### config.mk
export PLATFORM = sky130hd
export DESIGN_NAME = uart_cmd_ctrl
export DESIGN_NICKNAME = d
export VERILOG_FILES = /design/src/rtl/uart_cmd_pkg.sv /design/src/rtl/uart_cmd_buf.sv /design/src/rtl/uart_cmd_ctrl.sv
export SDC_FILE = /design/constraint.sdc
export NUM_CORES = 1
export LEC_CHECK = 0
export ABC_CLOCK_PERIOD_IN_PS = 4200
export CORE_MARGIN = 5
export CORE_UTILIZATION = 55
export DETAILED_ROUTE_END_ITERATION = 6
export GPL_TIMING_DRIVEN = 0
export PLACE_DENSITY = 0.73
export SYNTH_ARGS = -nofsm -noshare
export SYNTH_HDL_FRONTEND = slang
export SYNTH_SLANG_ARGS = --single-unit
### constraint.sdc
create_clock -name sys_clk -period 4.2 [get_ports sys_clk]
set_input_delay 0.84 -clock sys_clk [delete_from_list [all_inputs] [get_ports sys_clk]]
set_output_delay 0.84 -clock sys_clk [all_outputs]
set_load 0.01 [all_outputs]
### src/rtl/uart_cmd_pkg.sv
// Shared types and constants for the UART command-frame controller.
// The CHK state only exists when UART_CMD_CHKSUM_EN is defined.
package uart_cmd_pkg;

    localparam logic [7:0] HEADER_DEFAULT = 8'hA5;

    localparam logic [1:0] ERR_NONE    = 2'd0;
    localparam logic [1:0] ERR_LEN     = 2'd1;
    localparam logic [1:0] ERR_CHK     = 2'd2;
    localparam logic [1:0] ERR_TIMEOUT = 2'd3;

    typedef enum logic [2:0] {
        ST_IDLE  = 3'd0,
        ST_ADDR  = 3'd1,
        ST_LEN   = 3'd2,
        ST_DATA  = 3'd3,
`ifdef UART_CMD_CHKSUM_EN
        ST_CHK   = 3'd4,
`endif
        ST_FLUSH = 3'd5
    } state_e;

    function automatic logic len_ok(input logic [7:0] len, input logic [7:0] max_len);
        return (len != 8'd0) && (len <= max_len);
    endfunction

endpackage

### src/rtl/uart_cmd_buf.sv
// Payload buffer: one write port, one asynchronous read port, indexed by byte position.
module uart_cmd_buf
    import uart_cmd_pkg::*;
#(
    parameter int DEPTH = 16,
    parameter int IW    = 4
) (
    input  logic          clk,
    input  logic          wr_en,
    input  logic [IW-1:0] wr_idx,
    input  logic [7:0]    wr_data,
    input  logic [IW-1:0] rd_idx,
    output logic [7:0]    rd_data
);

    logic [7:0] mem [DEPTH];

    always_ff @(posedge clk) begin
        if (wr_en) begin
            mem[wr_idx] <= wr_data;
        end
    end

    assign rd_data = mem[rd_idx];

endmodule

### src/rtl/uart_cmd_ctrl.sv
// UART command-frame controller: header/addr/len/payload[/checksum] framing, then a
// ready/valid burst of register writes. Define UART_CMD_CHKSUM_EN to require the checksum byte.
module uart_cmd_ctrl
    import uart_cmd_pkg::*;
#(
    parameter logic [7:0] HEADER       = HEADER_DEFAULT,
    parameter int         MAX_LEN      = 16,
    parameter int         TIMEOUT_CLKS = 20000
) (
    input  logic       sys_clk,
    input  logic       sys_rst_n,
    input  logic       rx_done,
    input  logic [7:0] rx_data,
    output logic       wr_en,
    output logic [7:0] wr_addr,
    output logic [7:0] wr_data,
    input  logic       wr_ready,
    output logic       frame_done,
    output logic       frame_err,
    output logic [1:0] err_code,
    output logic       busy
);

    localparam int             IW         = (MAX_LEN > 1) ? $clog2(MAX_LEN) : 1;
    localparam int             TW         = (TIMEOUT_CLKS > 2) ? $clog2(TIMEOUT_CLKS) : 1;
    localparam logic [TW-1:0]  TIMER_LAST = TW'(TIMEOUT_CLKS - 1);
    localparam logic [7:0]     MAX_LEN_B  = 8'(MAX_LEN);

    state_e        state_q, state_d;
    logic          rx_done_q, rx_done_prev_q;
    logic [7:0]    rx_data_q;
    logic [7:0]    base_q, base_d;
    logic [7:0]    len_q, len_d;
    logic [7:0]    idx_q, idx_d;
    logic [TW-1:0] timer_q, timer_d;
    logic          wr_en_q, wr_en_d;
    logic [7:0]    wr_addr_q, wr_addr_d;
    logic [7:0]    wr_data_q, wr_data_d;
    logic          frame_done_q, frame_done_d;
    logic          frame_err_q, frame_err_d;
    logic [1:0]    err_code_q, err_code_d;
`ifdef UART_CMD_CHKSUM_EN
    logic [7:0]    sum_q, sum_d;
`endif

    logic          byte_stb;
    logic          buf_we;
    logic [IW-1:0] rd_idx;
    logic [7:0]    rd_data;
    logic          start_flush;
    logic [7:0]    first_data;
    logic          timed;

    // One byte per rx_done rising edge, however long the level is held.
    assign byte_stb = rx_done_q && !rx_done_prev_q;
    assign rd_idx   = (state_q == ST_FLUSH) ? idx_q[IW-1:0] : '0;

    uart_cmd_buf #(
        .DEPTH (MAX_LEN),
        .IW    (IW)
    ) u_buf (
        .clk     (sys_clk),
        .wr_en   (buf_we),
        .wr_idx  (idx_q[IW-1:0]),
        .wr_data (rx_data_q),
        .rd_idx  (rd_idx),
        .rd_data (rd_data)
    );

    always_comb begin
        state_d      = state_q;
        base_d       = base_q;
        len_d        = len_q;
        idx_d        = idx_q;
        timer_d      = timer_q;
        wr_en_d      = wr_en_q;
        wr_addr_d    = wr_addr_q;
        wr_data_d    = wr_data_q;
        frame_done_d = 1'b0;
        frame_err_d  = 1'b0;
        err_code_d   = err_code_q;
        buf_we       = 1'b0;
        start_flush  = 1'b0;
        first_data   = rd_data;
        timed        = 1'b0;
`ifdef UART_CMD_CHKSUM_EN
        sum_d        = sum_q;
`endif

        case (state_q)
            ST_IDLE: begin
                timer_d = '0;
`ifdef UART_CMD_CHKSUM_EN
                sum_d   = '0;
`endif
                if (byte_stb && rx_data_q == HEADER) begin
                    state_d = ST_ADDR;
                end
            end
            ST_ADDR: begin
                timed = 1'b1;
                if (byte_stb) begin
                    base_d  = rx_data_q;
`ifdef UART_CMD_CHKSUM_EN
                    sum_d   = rx_data_q;
`endif
                    state_d = ST_LEN;
                end
            end
            ST_LEN: begin
                timed = 1'b1;
                if (byte_stb) begin
                    if (len_ok(rx_data_q, MAX_LEN_B)) begin
                        len_d   = rx_data_q;
                        idx_d   = '0;
`ifdef UART_CMD_CHKSUM_EN
                        sum_d   = sum_q + rx_data_q;
`endif
                        state_d = ST_DATA;
                    end else begin
                        state_d     = ST_IDLE;
                        frame_err_d = 1'b1;
                        err_code_d  = ERR_LEN;
                    end
                end
            end
            ST_DATA: begin
                timed = 1'b1;
                if (byte_stb) begin
                    buf_we = 1'b1;
                    idx_d  = idx_q + 8'd1;
`ifdef UART_CMD_CHKSUM_EN
                    sum_d  = sum_q + rx_data_q;
                    if (idx_q == len_q - 8'd1) begin
                        state_d = ST_CHK;
                    end
`else
                    if (idx_q == len_q - 8'd1) begin
                        start_flush = 1'b1;
                        // A one-byte payload is still in flight to the buffer this cycle.
                        if (idx_q == 8'd0) begin
                            first_data = rx_data_q;
                        end
                    end
`endif
                end
            end
`ifdef UART_CMD_CHKSUM_EN
            ST_CHK: begin
                timed = 1'b1;
                if (byte_stb) begin
                    if (rx_data_q == sum_q) begin
                        start_flush = 1'b1;
                    end else begin
                        state_d     = ST_IDLE;
                        frame_err_d = 1'b1;
                        err_code_d  = ERR_CHK;
                    end
                end
            end
`endif
            ST_FLUSH: begin
                if (wr_en_q && wr_ready) begin
                    if (idx_q == len_q) begin
                        wr_en_d      = 1'b0;
                        frame_done_d = 1'b1;
                        state_d      = ST_IDLE;
                    end else begin
                        wr_addr_d = base_q + idx_q;
                        wr_data_d = rd_data;
                        idx_d     = idx_q + 8'd1;
                    end
                end
            end
            default: state_d = ST_IDLE;
        endcase

        // A byte landing in the expiry cycle keeps the frame alive.
        if (timed) begin
            if (byte_stb) begin
                timer_d = '0;
            end else if (timer_q == TIMER_LAST) begin
                timer_d     = '0;
                state_d     = ST_IDLE;
                frame_err_d = 1'b1;
                err_code_d  = ERR_TIMEOUT;
            end else begin
                timer_d = timer_q + 1'b1;
            end
        end

        if (start_flush) begin
            state_d   = ST_FLUSH;
            wr_en_d   = 1'b1;
            wr_addr_d = base_q;
            wr_data_d = first_data;
            idx_d     = 8'd1;
        end
    end

    always_ff @(posedge sys_clk or negedge sys_rst_n) begin
        if (!sys_rst_n) begin
            state_q        <= ST_IDLE;
            rx_done_q      <= 1'b0;
            rx_done_prev_q <= 1'b0;
            rx_data_q      <= '0;
            base_q         <= '0;
            len_q          <= '0;
            idx_q          <= '0;
            timer_q        <= '0;
            wr_en_q        <= 1'b0;
            wr_addr_q      <= '0;
            wr_data_q      <= '0;
            frame_done_q   <= 1'b0;
            frame_err_q    <= 1'b0;
            err_code_q     <= ERR_NONE;
`ifdef UART_CMD_CHKSUM_EN
            sum_q          <= '0;
`endif
        end else begin
            state_q        <= state_d;
            rx_done_q      <= rx_done;
            rx_done_prev_q <= rx_done_q;
            rx_data_q      <= rx_data;
            base_q         <= base_d;
            len_q          <= len_d;
            idx_q          <= idx_d;
            timer_q        <= timer_d;
            wr_en_q        <= wr_en_d;
            wr_addr_q      <= wr_addr_d;
            wr_data_q      <= wr_data_d;
            frame_done_q   <= frame_done_d;
            frame_err_q    <= frame_err_d;
            err_code_q     <= err_code_d;
`ifdef UART_CMD_CHKSUM_EN
            sum_q          <= sum_d;
`endif
        end
    end

    assign wr_en      = wr_en_q;
    assign wr_addr    = wr_addr_q;
    assign wr_data    = wr_data_q;
    assign frame_done = frame_done_q;
    assign frame_err  = frame_err_q;
    assign err_code   = err_code_q;
    assign busy       = (state_q != ST_IDLE);

endmodule

==> impl_results.html <==
<table>
<tr><th>Metric</th><th>Value</th></tr>
<tr><th colspan="2">GRT</th></tr>
<tr><td>Number of global-route vias before repair</td><td>6101</td></tr>
<tr><td>Met3 routing resource usage after global routing</td><td>4.172%</td></tr>
<tr><td>GRT met1 Usage</td><td>29.86%</td></tr>
<tr><td>Met2 Track Usage GR</td><td>34.34%</td></tr>
<tr><td>Total gr overflow</td><td>0</td></tr>
<tr><td>Global-route wire length before repair</td><td>33.09 mm</td></tr>
<tr><td>Pin count of the biggest net entering global routing</td><td>52</td></tr>
<tr><td>Layer with the highest usage after global routing</td><td>met2</td></tr>
<tr><td>Antenna violations before repair</td><td>0</td></tr>
<tr><td>All-Layer GR Usage</td><td>21.09%</td></tr>
<tr><th colspan="2">Routing</th></tr>
<tr><td>Vias per inst</td><td>6.077</td></tr>
<tr><td>Total detailed-routing wirelength</td><td>20.83 mm</td></tr>
<tr><td>Post-route ant nets</td><td>0</td></tr>
<tr><td>Total iterations of the first detailed-routing run</td><td>7</td></tr>
<tr><td>Total number of vias</td><td>6271</td></tr>
<tr><td>DR WL/cell</td><td>20.19 um</td></tr>
<tr><td>DRC viols</td><td>0</td></tr>
<tr><td>Number of violations reported at the end of detailed-routing iteration 0</td><td>549</td></tr>
<tr><th colspan="2">Logic synthesis</th></tr>
<tr><td>Ranking of synthesized cells by area</td><td>edfxtp_1 42%, dfrtp_1 20%, mux2_2 4.2%, nand2_1 3.1%, mux2i_1 2.7%</td></tr>
<tr><td>Number of warnings reported in the yosys synthesis log</td><td>0</td></tr>
<tr><td>Share of synthesized area occupied by flip-flops and latches</td><td>61.98%</td></tr>
<tr><td>Yosys reg bits</td><td>201</td></tr>
<tr><td>Most used flip-flop cell after synthesis</td><td>edfxtp_1</td></tr>
<tr><td>Share of the synthesized area in the top cell type</td><td>42.01%</td></tr>
<tr><td>Per-instance average area after synthesis</td><td>12.40 um2</td></tr>
<tr><td>Count of flip-flops with a built-in enable after synthesis</td><td>128</td></tr>
<tr><td>Cell accounting for the most synthesized area</td><td>edfxtp_1</td></tr>
<tr><td>Syn nets</td><td>764</td></tr>
<tr><td>Post-synthesis instance area</td><td>0.009149 mm2</td></tr>
<tr><td>Proportion of synthesized flip-flops having asynchronous set or reset</td><td>36.32%</td></tr>
<tr><td>Post-synthesis cell type count</td><td>62</td></tr>
<tr><td>Gate count of the mapped netlist</td><td>738</td></tr>
<tr><th colspan="2">Timing</th></tr>
<tr><td>Final setup vio count</td><td>0</td></tr>
<tr><td>Maximum operating frequency</td><td>0.3138 GHz</td></tr>
<tr><td>Unrepaired setup endpoints after global routing</td><td>no</td></tr>
<tr><td>Minimum clock period after layout</td><td>3.187 ns</td></tr>
<tr><td>Number of hold-slack violations in the final timing report</td><td>0</td></tr>
<tr><td>Ratio of final minimum period to clock period</td><td>75.88%</td></tr>
<tr><td>Max Slew Vio Count</td><td>0</td></tr>
<tr><td>Hold slack final</td><td>0.2509 ns</td></tr>
<tr><td>Fin Clk Skew</td><td>0.02155 ns</td></tr>
<tr><td>Worst slew pin tran</td><td>1.286 ns</td></tr>
<tr><td>Final worst slack</td><td>1.013 ns</td></tr>
<tr><td>Remaining max-slew budget at the tightest pin</td><td>14.02%</td></tr>
<tr><th colspan="2">Setup path</th></tr>
<tr><td>Critical path class</td><td>flop to output port</td></tr>
<tr><td>Startpoint of the worst register-to-register path</td><td>idx_q[3]</td></tr>
<tr><td>Critical path cell sequence</td><td>buf_4, clkbuf_1, or3_1, clkdlybuf4s50_1</td></tr>
<tr><td>Library cell contributing the largest single delay on the critical path</td><td>clkdlybuf4s50_1</td></tr>
<tr><td>Combined buffer and inverter count along the critical path</td><td>3</td></tr>
<tr><td>Critical path's largest stage delay</td><td>0.54 ns</td></tr>
<tr><td>Kind of launch point of the worst setup path</td><td>flop</td></tr>
<tr><td>Timing startpoint of the critical path</td><td>state_q[2]</td></tr>
<tr><td>Data required time of the critical path</td><td>3.36 ns</td></tr>
<tr><td>Top delay family on crit path</td><td>buffers and inverters</td></tr>
<tr><td>CP Data Arrival Time</td><td>2.35 ns</td></tr>
<tr><td>Setup crit end kind</td><td>output port</td></tr>
<tr><td>Max Fanout on Critical Path</td><td>10</td></tr>
<tr><th colspan="2">Clocking</th></tr>
<tr><td>Clock root buffer master</td><td>clkbuf_16</td></tr>
<tr><td>Hold buffer count at CTS</td><td>0</td></tr>
<tr><td>CTS buffer count</td><td>22</td></tr>
<tr><td>Post-CTS setup buffers</td><td>0</td></tr>
<tr><td>CTS max path bufs</td><td>3</td></tr>
<tr><td>TritonCTS clock tree</td><td>built</td></tr>
<tr><td>Clock slew at reported path FFs</td><td>0.06 ns</td></tr>
<tr><td>Post-CTS resize count</td><td>0</td></tr>
<tr><td>Total clock sinks</td><td>201</td></tr>
<tr><td>Clock latency at the later pin of the worst-skew pair</td><td>0.51 ns</td></tr>
<tr><td>Number of levels the H-tree was split into</td><td>1</td></tr>
<tr><th colspan="2">Pwr</th></tr>
<tr><td>Proportion of power drawn by flip-flops and latches</td><td>44.8%</td></tr>
<tr><td>Reported leakage power</td><td>0.004051 uW</td></tr>
<tr><td>Relative contribution of combinational cells to total power</td><td>21.4%</td></tr>
<tr><td>Power per Cell Area</td><td>513.2 mW/mm2</td></tr>
<tr><td>Total internal power</td><td>3843 uW</td></tr>
<tr><td>Clock network fraction of total power</td><td>33.8%</td></tr>
<tr><td>Maximum VDD drop</td><td>0.3383 mV</td></tr>
<tr><td>Sw power</td><td>1530 uW</td></tr>
<tr><td>Net Sw Frac</td><td>28.48%</td></tr>
<tr><th colspan="2">Layout</th></tr>
<tr><td>Post-Layout Cell Count</td><td>1032</td></tr>
<tr><td>Share of final-layout standard cells stronger than drive strength 1</td><td>12.81%</td></tr>
<tr><td>Synthesis-to-finish area growth</td><td>14.44%</td></tr>
<tr><td>Leading cell type in the layout, fill and taps excluded</td><td>edfxtp_1</td></tr>
<tr><td>Number of nets in the final layout</td><td>822</td></tr>
<tr><td>Ant diodes</td><td>0</td></tr>
<tr><td>Commonest cells after routing, fill and taps aside</td><td>128 x edfxtp_1, 76 x nand2_1, 73 x dfrtp_1, 48 x nor2_1, 45 x o21ai_0</td></tr>
<tr><th colspan="2">Outcome</th></tr>
<tr><td>Status</td><td>finished, final reports clean</td></tr>
<tr><th colspan="2">Die</th></tr>
<tr><td>Die Outline Area</td><td>0.01931 mm2</td></tr>
<tr><td>Top-level port count</td><td>34</td></tr>
<tr><td>Placement row count</td><td>47</td></tr>
<tr><td>Die Ht</td><td>139.0 um</td></tr>
<tr><td>CORE AREA</td><td>0.01647 mm2</td></tr>
<tr><td>Die Span X</td><td>139.0 um</td></tr>
<tr><td>Initial Util</td><td>55.56%</td></tr>
<tr><th colspan="2">Flow run</th></tr>
<tr><td>Maxcap violations</td><td>0</td></tr>
<tr><th colspan="2">Place</th></tr>
<tr><td>Number of buffer cells added on primary ports</td><td>33</td></tr>
<tr><td>Post-placement setup slack</td><td>1.172 ns</td></tr>
<tr><td>Routability congestion estimate</td><td>0.9204</td></tr>
<tr><td>HPWL after detailed placement</td><td>14.30 mm</td></tr>
<tr><td>Number of placed instances with taps included</td><td>992</td></tr>
<tr><th colspan="2">Worst hold path</th></tr>
<tr><td>Hold Path Class</td><td>primary input to asynchronous set/reset pin</td></tr>
</table>
==> sequential cells by signal (all words and copies together) (netlist names), 2 cells and up <==
signal / cells
len_q: 8
u_buf.mem: 128
err_code: 2
rx_data_q: 8
base_q: 8
idx_q: 8
wr_data: 8
state_q: 3
wr_addr: 8
timer_q: 15
==> per-stage QoR <==
step	power (uW)	utilization, %	TNS (ns)	instance area (um2)
4_1_cts	5387	63.59	0	10470
2_1_floorplan	3155	-	0	9149
6_report	5373	63.59	0	10470
5_1_grt	5623	63.59	0	10470
3_3_place_gp	3532	59.24	-18.19	9754
3_5_place_dp	3574	59.39	0	9779
==> power groups by stage <==
stage | clock (uW) | combinational (uW) | sequential (uW)
global placement | 0 | 1090 | 2440
global route | 1940 | 1250 | 2430
finish | 1820 | 1150 | 2410
floorplan | 0 | 715 | 2440
detailed placement | 0 | 1130 | 2450
CTS | 1840 | 1130 | 2410
==> path summary, 6_finish.rpt <==
check / to / slack (ns) / cells after the start
setup / recovery: busy / 1.01 / 4
hold / removal: idx_q[0] / 0.25 / 1
setup reg to reg: wr_data[2] / 1.10 / 7
hold reg to reg: rx_done_prev_q / 0.42 / 0
max in group asynchronous: wr_data[5] / 3.39 / 2
min in group sys_clk: rx_done_prev_q / 0.42 / 0
==> cell usage after synthesis, types with 7 or more instances <==
cell,n
a211oi_1,7
a21oi_1,39
a31oi_1,10
and2_1,8
and3_1,8
buf_2,12
clkbuf_1,23
dfrtp_1,73
edfxtp_1,128
ha_1,13
inv_1,9
mux2_2,34
mux2i_1,25
nand2_1,76
nand2b_1,7
nand3_1,17
nand4_1,10
nor2_1,48
nor3_1,19
nor4_1,7
o21ai_0,45
o22ai_1,8
o31ai_1,7
or4_1,7
xor2_1,12
==> per-layer routing <==
metal | vias up | part of all wire, % | wire (um)
met5 | - | 0 | 0
met4 | 0 | 1.4 | 284
met3 | 27 | 8.0 | 1676
met2 | 278 | 48 | 10010
met1 | 3091 | 43 | 8861
li1 | 2875 | - | -
==> final cells by class <==
class                   instances  area, um2
plain buffers                  41      196.4
clock buffers                  26      575.6
clock inverters                14      115.1
fillers                      1246       5996
inverters                       9      33.78
multi-input cells             487       3248
flip-flops and latches        201       5670
well taps                     220      275.3
repair buffers                 34      355.3
==> cell families after synthesis <==
family / share of synthesized area [%]
DFF: 61.98
AOI/OAI and AO/OA: 10.09
adders and majority gates: 1.997
and+or+nand+nor: 13.29
buffers and inverters: 2.516
muxes: 8.397
xor gates and xnor gates: 1.723
Note: power is estimated with default switching activity, not from simulation.
